### src/rtl/dac_pkg.sv
// Shared FSM encoding and sample-format helpers for the DAC transmit path.
// Latency: none (types and pure functions only).
// Backpressure: not applicable.
package dac_pkg;

    typedef enum logic [1:0] {
        IDLE  = 2'd0,
        WAKE  = 2'd1,
        PRIME = 2'd2,
        RUN   = 2'd3
    } state_t;

    localparam int DW_DEFAULT = 14;

    // Mid-code of a dw-bit offset-binary converter (zero analogue output)
    function automatic logic [31:0] midscale(input int dw);
        return 32'd1 << (dw - 1);
    endfunction

    // Two's complement to offset binary is a sign-bit inversion
    function automatic logic [31:0] to_offset_bin(input logic [31:0] s, input int dw);
        return s ^ midscale(dw);
    endfunction

endpackage

### src/rtl/dac_sample_fifo.sv
// Synchronous sample-pair FIFO with flush, occupancy level and look-ahead full flag.
// Latency: pushed word visible at head the cycle after the push; head read is combinational.
// Backpressure: pushes while full and pops while empty are ignored; flush wins over push/pop.
module dac_sample_fifo #(
    parameter int W     = 28,
    parameter int DEPTH = 8,
    localparam int AW   = $clog2(DEPTH),
    localparam int LW   = AW + 1
) (
    input  logic          clk,
    input  logic          rst,
    input  logic          flush,
    input  logic          push,
    input  logic [W-1:0]  wdata,
    input  logic          pop,
    output logic [W-1:0]  rdata,
    output logic          empty,
    output logic          full_nxt,
    output logic [LW-1:0] level
);

    logic [W-1:0]  mem [DEPTH];
    logic [AW-1:0] wr_ptr;
    logic [AW-1:0] rd_ptr;
    logic [LW-1:0] level_nxt;
    logic          full;
    logic          do_push;
    logic          do_pop;

    assign empty   = (level == '0);
    assign full    = (level == LW'(DEPTH));
    assign do_push = push && !full;
    assign do_pop  = pop && !empty;
    assign rdata   = mem[rd_ptr];

    // Occupancy after this cycle; simultaneous push and pop leave it unchanged
    always_comb begin
        level_nxt = level;
        if (flush) begin
            level_nxt = '0;
        end else if (do_push && !do_pop) begin
            level_nxt = level + 1'b1;
        end else if (do_pop && !do_push) begin
            level_nxt = level - 1'b1;
        end
    end

    assign full_nxt = (level_nxt == LW'(DEPTH));

    // Pointers wrap naturally at DEPTH (power of two); flush realigns them
    always_ff @(posedge clk) begin
        if (rst || flush) begin
            wr_ptr <= '0;
            rd_ptr <= '0;
            level  <= '0;
        end else begin
            if (do_push) begin
                wr_ptr <= wr_ptr + 1'b1;
            end
            if (do_pop) begin
                rd_ptr <= rd_ptr + 1'b1;
            end
            level <= level_nxt;
        end
    end

    // Storage array needs no reset; occupancy guards every read
    always_ff @(posedge clk) begin
        if (do_push) begin
            mem[wr_ptr] <= wdata;
        end
    end

endmodule

### src/rtl/dac_port_tx.sv
// Dual-channel DAC data/sleep driver fed from a buffered valid/ready sample stream; optional DAC_UNDERRUN_CNT_EN adds underrun_cnt.
// Latency: sample at FIFO head on an update tick reaches da_port*_data one cycle later.
// Backpressure: s_ready is a registered not-full flag; an empty FIFO on a tick holds outputs and pulses underrun.
module dac_port_tx
    import dac_pkg::*;
#(
    parameter int DW          = DW_DEFAULT,
    parameter int FIFO_DEPTH  = 8,
    parameter int PRIME_LEVEL = 4,
    parameter int WAKE_CYCLES = 64,
    parameter int DIV         = 1,
    parameter int TWOS_IN     = 1
) (
    input  logic          sys_clk,
    input  logic          sys_rst,
    input  logic          en,
    input  logic          s_valid,
    output logic          s_ready,
    input  logic [DW-1:0] s_data_a,
    input  logic [DW-1:0] s_data_b,
    output logic [DW-1:0] da_porta_data,
    output logic [DW-1:0] da_portb_data,
    output logic          da_sleep,
    output logic          running,
    output logic          underrun
`ifdef DAC_UNDERRUN_CNT_EN
    ,
    output logic [15:0]   underrun_cnt
`endif
);

    localparam int LW = $clog2(FIFO_DEPTH) + 1;
    localparam int WW = $clog2(WAKE_CYCLES) + 1;
    localparam logic [DW-1:0] MID = DW'(midscale(DW));

    state_t          state;
    state_t          state_nxt;
    logic [WW-1:0]   wake_cnt;
    logic [7:0]      div_cnt;
    logic            flush;
    logic            push;
    logic            tick;
    logic            pop;
    logic            fifo_empty;
    logic            fifo_full_nxt;
    logic [LW-1:0]   fifo_level;
    logic [2*DW-1:0] head;
    logic [DW-1:0]   head_a;
    logic [DW-1:0]   head_b;
    logic [DW-1:0]   conv_a;
    logic [DW-1:0]   conv_b;

    // Dropping en discards everything buffered so a restart never plays stale samples
    assign flush    = !en;
    assign push     = s_valid && s_ready;
    assign tick     = !sys_rst && en && (state == RUN) && (div_cnt == 8'(DIV - 1));
    assign pop      = tick && !fifo_empty;
    // No fall-through: a sample pushed in the tick cycle is not yet visible
    assign underrun = tick && fifo_empty;
    assign da_sleep = (state == IDLE);
    assign running  = (state == RUN);

    assign head_a = head[2*DW-1:DW];
    assign head_b = head[DW-1:0];
    assign conv_a = (TWOS_IN != 0) ? DW'(to_offset_bin(32'(head_a), DW)) : head_a;
    assign conv_b = (TWOS_IN != 0) ? DW'(to_offset_bin(32'(head_b), DW)) : head_b;

    dac_sample_fifo #(
        .W     (2 * DW),
        .DEPTH (FIFO_DEPTH)
    ) u_fifo (
        .clk      (sys_clk),
        .rst      (sys_rst),
        .flush    (flush),
        .push     (push),
        .wdata    ({s_data_a, s_data_b}),
        .pop      (pop),
        .rdata    (head),
        .empty    (fifo_empty),
        .full_nxt (fifo_full_nxt),
        .level    (fifo_level)
    );

    // FSM state register
    always_ff @(posedge sys_clk) begin
        if (sys_rst) begin
            state <= IDLE;
        end else begin
            state <= state_nxt;
        end
    end

    // Sleep/wake sequencing; en low returns to IDLE from anywhere
    always_comb begin
        state_nxt = state;
        if (!en) begin
            state_nxt = IDLE;
        end else begin
            case (state)
                IDLE:    state_nxt = WAKE;
                WAKE:    if (wake_cnt == WW'(WAKE_CYCLES - 1)) state_nxt = PRIME;
                PRIME:   if (fifo_level >= LW'(PRIME_LEVEL)) state_nxt = RUN;
                RUN:     state_nxt = RUN;
                default: state_nxt = IDLE;
            endcase
        end
    end

    // Counts cycles since the DAC was released from sleep
    always_ff @(posedge sys_clk) begin
        if (sys_rst || state != WAKE) begin
            wake_cnt <= '0;
        end else begin
            wake_cnt <= wake_cnt + 1'b1;
        end
    end

    // Update-rate divider, free-running only while in RUN
    always_ff @(posedge sys_clk) begin
        if (sys_rst || !en || state != RUN) begin
            div_cnt <= '0;
        end else if (div_cnt == 8'(DIV - 1)) begin
            div_cnt <= '0;
        end else begin
            div_cnt <= div_cnt + 1'b1;
        end
    end

    // DAC data registers: midscale when idle, new pair on each successful tick
    always_ff @(posedge sys_clk) begin
        if (sys_rst || !en) begin
            da_porta_data <= MID;
            da_portb_data <= MID;
        end else if (pop) begin
            da_porta_data <= conv_a;
            da_portb_data <= conv_b;
        end
    end

    // Ready is low through reset, then tracks the FIFO's next-cycle full flag
    always_ff @(posedge sys_clk) begin
        if (sys_rst) begin
            s_ready <= 1'b0;
        end else begin
            s_ready <= !fifo_full_nxt;
        end
    end

`ifdef DAC_UNDERRUN_CNT_EN
    // Saturating underrun tally; survives en toggles, cleared only by reset
    always_ff @(posedge sys_clk) begin
        if (sys_rst) begin
            underrun_cnt <= '0;
        end else if (underrun && underrun_cnt != 16'hFFFF) begin
            underrun_cnt <= underrun_cnt + 16'd1;
        end
    end
`endif

endmodule

### config.mk
export PLATFORM = sky130hd
export DESIGN_NAME = dac_port_tx
export DESIGN_NICKNAME = d
export VERILOG_FILES = /design/src/rtl/dac_pkg.sv /design/src/rtl/dac_sample_fifo.sv /design/src/rtl/dac_port_tx.sv
export SDC_FILE = /design/constraint.sdc
export NUM_CORES = 1
export LEC_CHECK = 0
export CAP_MARGIN = 30
export CORE_ASPECT_RATIO = 1.75
export CORE_MARGIN = 2
export CORE_UTILIZATION = 25
export DETAILED_ROUTE_END_ITERATION = 6
export SLEW_MARGIN = 30
export SYNTH_ARGS = -nofsm -noshare
export SYNTH_HDL_FRONTEND = slang
export SYNTH_SLANG_ARGS = --single-unit
### constraint.sdc
create_clock -name sys_clk -period 5.2 [get_ports sys_clk]
set_input_delay 1.56 -clock sys_clk [delete_from_list [all_inputs] [get_ports sys_clk]]
set_output_delay 1.56 -clock sys_clk [all_outputs]
set_load 0.05 [all_outputs]
# Word level (Yosys, flattened, before mapping)
# Memory sizes are Yosys's and may differ from the RTL's. A register that Yosys moved wholly into a read port is not among the register bits.
# Index checks and enable logic that the tools add are counted.
[totals]
word_cells = 66
reg_bits = 56
input_bits = 32
ram_bits = 224
memories = 1
[op_classes]
n_reduce_logical = 26
eq_ne = 10
bitwise_logic = 3
order_cmp = 1
mux = 10
addsub = 6
[mem_list]
columns = ["memory", "depth", "word_bits", "read_ports", "rd_ports_with_merged_regs", "wr", "line_no", "text"]
rows = [
  ["u_fifo.mem", 8, 28, 1, 1, 1, "dac_sample_fifo.sv:22", "logic [W-1:0] mem [DEPTH];"],
]
[ops]
columns = ["op", "count"]
rows = [
  ["two-way mux 4 bit", 3],
  ["logical AND 1 bit", 10],
  ["adder 8 x 1 -> 8 bit, second input constant", 1],
  ["equality test 4 bit, second input constant", 2],
  ["logical NOT 8 bit", 1],
  ["case mux 2 bit (4 select lines)", 1],
  ["adder 7 x 1 -> 7 bit, second input constant", 1],
  ["equality test 7 x 6 -> 1 bit, second input constant", 1],
  ["logical NOT 1 bit", 7],
  ["adder 3 x 1 -> 3 bit, second input constant", 2],
  ["two-way mux 3 bit", 2],
  ["!= test 2 bit, second input constant", 3],
  ["adder 4 x 1 -> 4 bit, second input constant", 1],
  ["equality test 2 bit, second input constant", 2],
  ["greater-or-equal comparator 4 x 3 -> 1 bit, second input constant", 1],
  ["logical NOT 4 bit", 1],
  ["two-way mux 2 bit", 2],
  ["OR reduction 2 bit", 2],
  ["subtractor 4 x 1 -> 4 bit, second input constant", 1],
  ["logical OR 1 bit", 3],
  ["inverter 1 bit", 3],
  ["equality test 2 x 1 -> 1 bit, second input constant", 1],
  ["logical NOT 2 bit", 1],
  ["two-way mux 1 bit", 2],
  ["other kinds (2)", 2],
]

# Longest topological paths before layout
[depth]
depth_word = 12
depth_mapped = 9

# Hierarchy
# A second synthesis with hierarchy kept.
[hier_totals]
hier_cells = 622
area_unflattened_um2 = 11095.6
[by_module_without_submodules]
columns = ["mod", "cells_each", "seq_area_each_um2", "area_each_um2", "instances"]
rows = [
  ["dac_sample_fifo", 412, 6986.7, 9183.8, 1],
  ["dac_port_tx", 210, 920.9, 1911.8, 1],
]

# Worst setup path after synthesis
# No wires, ideal clock.
[synth_timing]
path_type = "in2reg"
from = "in s_valid"
to = "mem u_fifo.mem[0][0] (enable)"
n_path_buf = 0
arrival_time_ns = 4.516
slack_ns = 0.200
cell_stages = 3
cell_sequence = "and2_1 > nand2_1 > nor4_1"
[synth_between]
elab_chain_len = 4
[synth_lines]
columns = ["element", "line_no", "text"]
rows = [
  ["start, declared", "dac_port_tx.sv:17", "input logic s_valid,"],
  ["logical AND 1 bit", "dac_port_tx.sv:55", "assign push = s_valid && s_ready;"],
  ["logical AND 1 bit", "dac_sample_fifo.sv:32", "assign do_push = push && !full;"],
  ["two-way mux 1 bit", "dac_sample_fifo.sv:69", "if (do_push) begin"],
  ["two-way mux 1 bit (implied by the code)", "dac_sample_fifo.sv:70", "mem[wr_ptr] <= wdata;"],
  ["end, declared", "dac_sample_fifo.sv:22", ""],
]
# No other way between the ends.

# Final worst setup path
[layout_timing]
from = "in sys_rst"
to = "out underrun"
[layout_between]
elab_chain_len = 5
[layout_lines]
columns = ["element", "line_no", "text"]
rows = [
  ["start, declared", "dac_port_tx.sv:15", "input logic sys_rst,"],
  ["logical NOT 1 bit", "dac_port_tx.sv:56", "assign tick = !sys_rst && en && (state == RUN) && (div_cnt == 8'(DIV - 1));"],
  ["logical AND 1 bit (3 in a row)", "dac_port_tx.sv:56", ""],
  ["logical AND 1 bit", "dac_port_tx.sv:59", "assign underrun = tick && fifo_empty;"],
  ["end, declared", "dac_port_tx.sv:25", "output logic underrun"],
]
# No other way between the ends.

==> results.md <==
* Status: finished clean
* Sequential fraction of the synthesis area at 0.734
* WL met3 at about 1100 um
* Vias per cell at between 4 and 5
* Synthesized area at 10,800 um^2
* Top cells by count, synth: edfxtp_1, nor2_1, dfxtp_1, mux4_2, a21oi_1
* EDFF count, synth at 224
* Hold path cells at 1
* Max-slew violations at 0
* Ys async rst share at 0
* Starting DRC count in detailed routing at 418
* Die X at between 150 and 200 um
* Die ar. at 44,800 um^2
* Grt ovf at 0
* Vias in the first global route at 5,910
* WL met2 at approximately 12,000 um
* Dpl hpwl at 13,300 um
* Synth Area per Inst at 17.8 um^2
* Final Skew at 13.5 ps
* MaxCap Viol Count at 0
* CP endpoint kind: output pin
* Final wirelength at 21,900 um
* Gpl congestion at between 0.7 and 0.8
* Hold Path Origin: wake_cnt[0]
* Die height at around 280 um
* First-pass GRT wire length at roughly 34,000 um
* Starting Density at 0.253
* Type of origin of the critical path: input port
* Reg2Reg Capture Point: u_fifo.mem[3][8]
* Pre-antenna DRT Iters at 4
* FMAX at 0.215 GHz
* Most frequent cell after synthesis: edfxtp_1
* Post-synth top area cell: edfxtp_1
* Final nets at approximately 720
* Min Tclk post-route at 4660 ps
* Max_slew headroom at 0.414
* CTS buffer count at 25
* Filler cells at 4,177
* Post-synth top area share at 0.624
* Critical path arrival at just over 3000 ps
* Clk sinks at 283
* Initial antenna violation count at 3
* Clock Latency Late Sink at between 500 and 600 ps
* Buffers on Ports at 63
* Inserted Diodes at 0
* H-tree levels at 1
* Reg2Reg Depth at 8
* Ys flop type: edfxtp_1
* Total power at ~4.4 mW
* Post-CTS Resized at 0
* Core area at ~43,000 um^2
* Worst hold slack at 451 ps
* WHS Endpoint: wake_cnt[0]
* RSZ-0062 raised after global routing: false
* Via count at 5,380
* LEAKAGE at 4.01 nW
* VDD IR max at about 180 uV
* Crit Path Max Fanout at 6
* CTS tree: yes
* Clk buf depth at 3
* Met1 Wirelength at 8000 um
* Synthesis Warnings at 0
* Number of synthesized register bits at 283
* Total GRT Usage at 0.0977
* Cells after synthesis at 605
* Clk slew on worst S/H paths at 60 ps
* Setup TNS at 0 ps
* Post-route ant nets at 0
* WL/cell at 17.3 um
* Final setup viols at 0
* Final period util at 0.895
* R2R setup slack at 2570 ps
* Synth area leaders: edfxtp_1, mux4_2, dfxtp_1
* Postcts setup bufs at 0
* Share of cells above drive strength 1 at 0.187
* Largest net degree at the start of global routing at 38
* Drc violations at 0
* # IOs at 64
* Row count at 100
* Unique cell type count in the Yosys netlist at 43
* R2R Path Start: u_fifo.level[0]
* Highest routed layer: met5
* Slew of the pin with the lowest slew margin at a little under 900 ps
* Hold Vio Cnt, Final at 0
* Syn-to-layout area delta at 20.7%
* Mapped Nets at 644
* Crit path kind: input port to output pin
* WP data required at 3640 ps
* Hold Crit Class: flip-flop to flip-flop
* Hold_buf cts at 0
* Pwr/cell area at 342 nW/um^2
* Clock Root Buffer: clkbuf_16
==> state kept, by name (all words and copies together) (netlist names), named ones only <==
signal,flops
u_fifo.rd_ptr,3
s_ready,1
u_fifo.level,4
u_fifo.mem,224
da_portb_data,14
u_fifo.wr_ptr,3
wake_cnt,7
div_cnt,8
da_porta_data,14
state,2
==> worst max-delay path: stages <==
cell and delay, ps:
clkdlybuf4s50_1 500, and4b_1 410, nor3b_1 420, buf_12 200
==> layout make-up <==
type	count	area, um^2	share of cell area
multi-input cells	289	2760	0.213
clock buffers	33	716	0.0550
clock inverters	12	133	0.0102
flip-flops and latches	283	7920	0.609
well taps	561	702	0.0540
repair buffers	78	753	0.0579
inverters	6	22.5	0.00173
==> cells in the final DEF (no fill, tap or decap), types with 3 or more instances in the layout <==
master           instances
clkinv_2                 3
edfxtp_1               224
nor2_1                  77
and2_1                   3
xor2_1                  11
a21oi_1                 30
xnor2_1                  5
dfxtp_1                 56
mux2i_1                 29
buf_4                   15
o21ai_0                  5
ha_1                     7
clkdlybuf4s50_1         62
nor3b_1                  3
nor2_4                   3
and3_1                   4
nand3_1                  9
nor3_2                   4
nand2_1                 12
inv_1                    6
clkbuf_16               25
clkbuf_8                 6
mux4_2                  56
==> report_power, final <==
group | internal (mW) | total (mW) | switching, mW
Sequential | 2.45 | 2.46 | 0.00566
Clock | 1.08 | 1.89 | 0.812
Combinational | 0.0417 | 0.0996 | 0.0579
Total | 3.57 | 4.44 | 0.875
==> metrics by stage <==
step	cells	cell area [um^2]	utilization	worst slack, ps
after floorplan	605	10800	-	200
after global placement	1217	12200	0.286	622
after detailed placement	1217	12200	0.286	562
final	1262	13000	0.306	545
after global routing	1262	13000	0.306	480
after CTS	1262	13000	0.306	552
==> metal layers <==
layer | track usage | vias up
met2 | 0.194 | 94
li1 | - | 2492
met4 | 0.0286 | 6
met5 | 0 | -
met1 | 0.0996 | 2759
met3 | 0.0229 | 29
==> how the worst max path moves through the flow <==
stage | cells after the start | startpoint | to
floorplan | 3 | s_valid | u_fifo.mem[0][0]
global placement | 4 | sys_rst | underrun
detailed placement | 4 | sys_rst | underrun
CTS | 4 | sys_rst | underrun
global route | 4 | sys_rst | underrun
finish | 4 | sys_rst | underrun
==> cell families (layout without fill, tap and decap cells) <==
kind of cell,after synthesis,after routing,synth area share
compound gates,46,46,0.0250
xor+xnor,16,16,0.0130
fa+ha+maj,7,7,0.00813
buf+inv,33,129,0.0156
flops,283,283,0.734
mux,87,87,0.146
simple gates,133,133,0.0583
(Power assumes the default switching activity.)
==> variant 1: new RTL, config.mk and constraints unchanged <==
Set the parameter `WAKE_CYCLES` to 128 (it was 64).
--- a/src/rtl/dac_port_tx.sv
+++ b/src/rtl/dac_port_tx.sv
@@ -9,3 +9,3 @@
     parameter int PRIME_LEVEL = 4,
-    parameter int WAKE_CYCLES = 64,
+    parameter int WAKE_CYCLES = 128,
     parameter int DIV         = 1,
Function: no difference found for any inputs over 10 cycles, from zero or initial values and one cycle with sys_rst high; that may be too few to reach the edited logic, so the function may still have changed.
==> variant 1 against the original RTL <==
  * Critical path depth is the same
  * Worst setup slack gained 0.22 ns
  * Wire length grew 0.91%
  * Final area grew 0.62%
  * Combinational power grew 18%
  * Area after synthesis grew 0.34%
  * Highest routed layer unchanged
  * Power grew 0.92%
  * Sequential share of layout area shrank 0.20 points
  * Sequential cell count grew 1
==> variant 1: results (changes against the original RTL) <==
* WP data arrival at 2.87 ns (-0.23 ns)
* # fillers at 4102 (-1.8%)
* Multi-input gates at 292 (+1.0%)
* Fin nets at 735 (+1.8%)
* GPL Wtd Cong at 0.697 (-2.8%)
* Reg power frac at 0.552 (about the same)
* # diodes at 0 (unchanged)
* Share of cells above drive strength 1 at 0.186 (-0.00112)
* Setup bufs post-CTS at 0 (unchanged)
* ClkCell Share at 0.0643 (-0.000877)
* Antenna violations before repair at 2 (-1)
* Internal power at 0.00356 W (-0.28%)
* Final Skew at 0.0128 ns (-0.000639 ns)
* Register area share after synthesis at 0.733 (about the same)
* Clock buffers at 35 (+6.1%)
* Sequential Area at 7940 um2 (+0.28%)
* Crit-path max FO at 5 (-1)
* Gr usage total at 0.0986 (+0.000895)
* Port bufs at 63 (unchanged)
* Post-synth top cells: edfxtp_1, nor2_1, dfxtp_1
* Area taken by multi-input logic gates at 2760 um2 (about the same)
* Leak at 4.06 nW (+1.2%)
* Cell family with most CP delay: buffers and inverters
* Synth warnings at 0 (unchanged)
* Pin count of the biggest net entering global routing at 57 (+50%)
* Worst skew pair latency at 0.55 ns (+0.02 ns)
* Worst VDD drop at 0.219 mV (+19%)
* CTS sink cnt at 284 (+0.35%)
* Status: completed
* Comb pwr share at 0.026 (+0.004)
* Vias at 5461 (+1.5%)
* Vias in the first global route at 5832 (-1.3%)
* Relative slew slack at 0.430 (+0.0164)
* Non-clock buffering overhead at 0.0612 (+0.00328)
* Critical path's slowest cell: clkdlybuf4s50_1
* First-pass GRT wire length at 33.7 mm (about the same)
* Synthesized net count at 652 (+1.2%)
* Post-synth cell types at 41 (-4.7%)
* Clock H-tree levels at 1 (unchanged)
* Number of synthesized flops with an enable pin at 224 (unchanged)
* Top FF cell, synth: edfxtp_1
* Routed len/inst at 17.3 um (-0.27%)
* CTS max path bufs at 3 (unchanged)
* CTS buffer count at 26 (+4.0%)
* Biggest regs: u_fifo.mem x224, da_porta_data x14, da_portb_data x14
* Clock Tree Root: clkbuf_16
* Synth area leaders: edfxtp_1, mux4_2, dfxtp_1
* Drt initial violations at 313 (-25%)
* Clock Pin Slew Worst Setup and Hold Paths at 0.06 ns (about the same)
* Crit path largest cell delay at 0.48 ns (-0.02 ns)
* Inverters at 11 (+5)
* Async SR Flop Fraction at 0 (unchanged)
* Buffers, non-clock at 81 (+3.8%)
* DRT Pass-1 Iters at 4 (unchanged)
* Post-DP HPWL at 13.6 mm (+2.6%)
* Hold Crit Class: reg -> reg
variant 1: cell types whose count changed in the layout (fill, tap and decap cells not counted), moves of 3 or more:
| cell | unedited run | this run |
|---|---|---|
| clkbuf_1 | 2 | 6 |
| xnor2_1 | 5 | 8 |
| clkbuf_8 | 6 | 2 |
| clkinvlp_4 | 1 | 5 |
| xor2_1 | 11 | 8 |
| inv_1 | 6 | 11 |
variant 1: cell families after synthesis:
family	Yosys count	share of synthesized area
xor+xnor	16	0.0130
mux	89	0.148
buf+inv	37	0.0166
flops	284	0.733
fa+ha+maj	7	0.00810
compound gates	43	0.0227
simple gates	137	0.0588
variant 1: through the flow:
| step | worst slack, ns | power (W) | instances | hold slack [ns] | instance area, um2 |
|---|---|---|---|---|---|
| finish | 0.770 | 0.00449 | 1277 | 0.444 | 13100 |
| global route | 0.676 | 0.00463 | 1277 | 0.482 | 13100 |
| CTS | 0.776 | 0.00455 | 1277 | 0.447 | 13100 |
| detailed placement | 0.791 | 0.00264 | 1229 | 0.432 | 12200 |
| global placement | 0.771 | 0.00264 | 1229 | 0.425 | 12200 |
| floorplan | 0.176 | 0.00257 | 613 | 0.413 | 10800 |
variant 1: routing by layer:
layer | GRT usage | share of wire
met5 | 0 | 0.0012
met4 | 0.0396 | 0.028
met3 | 0.0201 | 0.041
met2 | 0.192 | 0.56
met1 | 0.101 | 0.37
variant 1: worst paths after layout:
check                                                 from                endpoint  slack (ns)  cells after the start
worst min-delay path                wake_cnt[0]$_SDFF_PP0_  wake_cnt[0]$_SDFF_PP0_        0.44                      1
worst max-delay path                               sys_rst                underrun        0.77                      4
worst max register to register  u_fifo.level[0]$_SDFF_PP0_      s_ready$_SDFF_PP0_        2.63                      8
worst min register to register      wake_cnt[0]$_SDFF_PP0_  wake_cnt[0]$_SDFF_PP0_        0.44                      1
==> variant 2: new RTL, same settings <==
Made on the original files. Re-encode `state_t` (4 states) as one-hot, 4 bits wide.
--- a/src/rtl/dac_pkg.sv
+++ b/src/rtl/dac_pkg.sv
@@ -5,7 +5,7 @@
 
-    typedef enum logic [1:0] {
-        IDLE  = 2'd0,
-        WAKE  = 2'd1,
-        PRIME = 2'd2,
-        RUN   = 2'd3
+    typedef enum logic [3:0] {
+        IDLE  = 4'b0001,
+        WAKE  = 4'b0010,
+        PRIME = 4'b0100,
+        RUN   = 4'b1000
     } state_t;
Behaviour: same outputs for any inputs over 10 cycles, from zero or initial values and one cycle with sys_rst high; not proved beyond that.
==> variant 2 against the original RTL <==
  * Critical path depth increased by 1
  * Sequential cell count up 2
  * Worst setup slack better by 0.14 ns
  * Area after synthesis increased by 0.65%
  * Wire length is 2.7% higher
  * Final area up 1.1%
  * Register-to-register slack worse by 0.40 ns
  * Core utilization about the same
  * Power is 2.0% higher
==> variant 2: results (changes against the original RTL) <==
* Status: completed
* # fillers at 4160 (-0.41%)
* Pin count of the biggest net entering global routing at 41 (+7.9%)
* Leak at 3.93 nW (-1.8%)
* Antenna violations before repair at 2 (-1)
* WP data arrival at 2.95 ns (-0.15 ns)
* Vias per cell at 4.30 (+0.77%)
* Dpl cell area at 12300 um2 (+1.1%)
* Post-DP HPWL at 13.9 mm (+5.0%)
* Post-synth top cells: edfxtp_1, dfxtp_1, nor2_1
* Worst VDD drop at 0.189 mV (+2.9%)
* Clock H-tree levels at 1 (unchanged)
* Drt initial violations at 388 (-7.2%)
* Worst Tran Pin Value at 0.836 ns (-0.0432 ns)
* Util after Layout at 0.305 (-0.000459)
* GPL Wtd Cong at 0.740 (+3.3%)
* Synth area leaders: edfxtp_1, mux4_2, dfxtp_1
* Register area share after synthesis at 0.733 (-0.00105)
* WL final at 22.5 mm (+2.7%)
* CTS buffer count at 26 (+4.0%)
* Synthesized net count at 641 (-0.47%)
* CTS max path bufs at 3 (unchanged)
* Setup bufs post-CTS at 0 (unchanged)
* Vias in the first global route at 5621 (-4.9%)
* Share of cells above drive strength 1 at 0.201 (+0.0140)
* Critical path launch point: en
* Post-synth cell types at 47 (+9.3%)
* Gr usage total at 0.100 (+0.00238)
* Worst skew pair latency at 0.55 ns (+0.02 ns)
* Final Skew at 0.0275 ns (+0.0140 ns)
* First-pass GRT wire length at 34.5 mm (+2.5%)
* Crit-path max FO at 4 (-2)
[variant 2: logic make-up after synthesis]
group / Yosys count / synth area share
xor gates and xnor gates: 14 / 0.0113
adders and majority gates: 7 / 0.00808
and+or+nand+nor: 122 / 0.0554
muxes: 85 / 0.143
AOI/OAI and AO/OA: 52 / 0.0344
buffers and inverters: 37 / 0.0147
DFF: 285 / 0.733
[variant 2: metal layers]
| metal | vias up | track usage | wire, um |
|---|---|---|---|
| met3 | 32 | 0.0225 | 1060 |
| met4 | 4 | 0.0343 | 486 |
| met5 | - | 0 | 29 |
| met1 | 2776 | 0.111 | 8740 |
| li1 | 2540 | - | - |
| met2 | 95 | 0.186 | 12100 |
[variant 2: final cells by class]
cell class | instances | area share
Clock buffer | 33 | 0.0538
Clock inverter | 14 | 0.0117
Inverter | 7 | 0.00200
Multi-Input combinational cell | 280 | 0.213
Sequential cell | 285 | 0.605
Tap cell | 566 | 0.0538
Timing Repair Buffer | 83 | 0.0611
[variant 2: worst max-delay path, cell delays in order]
cell and delay [ns]:
clkdlybuf4s50_1 0.55, nor2b_1 0.23, nand4_2 0.19, nor2_1 0.26, buf_12 0.17
[variant 2: where the power goes]
group	internal (W)	switching (W)	leakage [nW]	total, W
sequential	0.00247	0.00000686	2.52	0.00247
clock	0.00112	0.000838	0.423	0.00195
combinational	0.0000442	0.0000622	0.992	0.000106
[variant 2: path summary, 6_finish.rpt]
check | endpoint | slack (ns) | cells after the start
max | underrun | 0.69 | 5
max reg2reg | u_fifo.mem[7][8]$_DFFE_PP_ | 2.17 | 7
min reg2reg | wake_cnt[0]$_SDFF_PP0_ | 0.45 | 1
min | wake_cnt[0]$_SDFF_PP0_ | 0.45 | 1
[variant 2: stage by stage]
step / hold WS, ns / instances
2_1_floorplan: 0.418 / 602
3_3_place_gp: 0.428 / 1221
3_5_place_dp: 0.436 / 1221
4_1_cts: 0.450 / 1268
5_1_grt: 0.490 / 1268
6_report: 0.445 / 1268
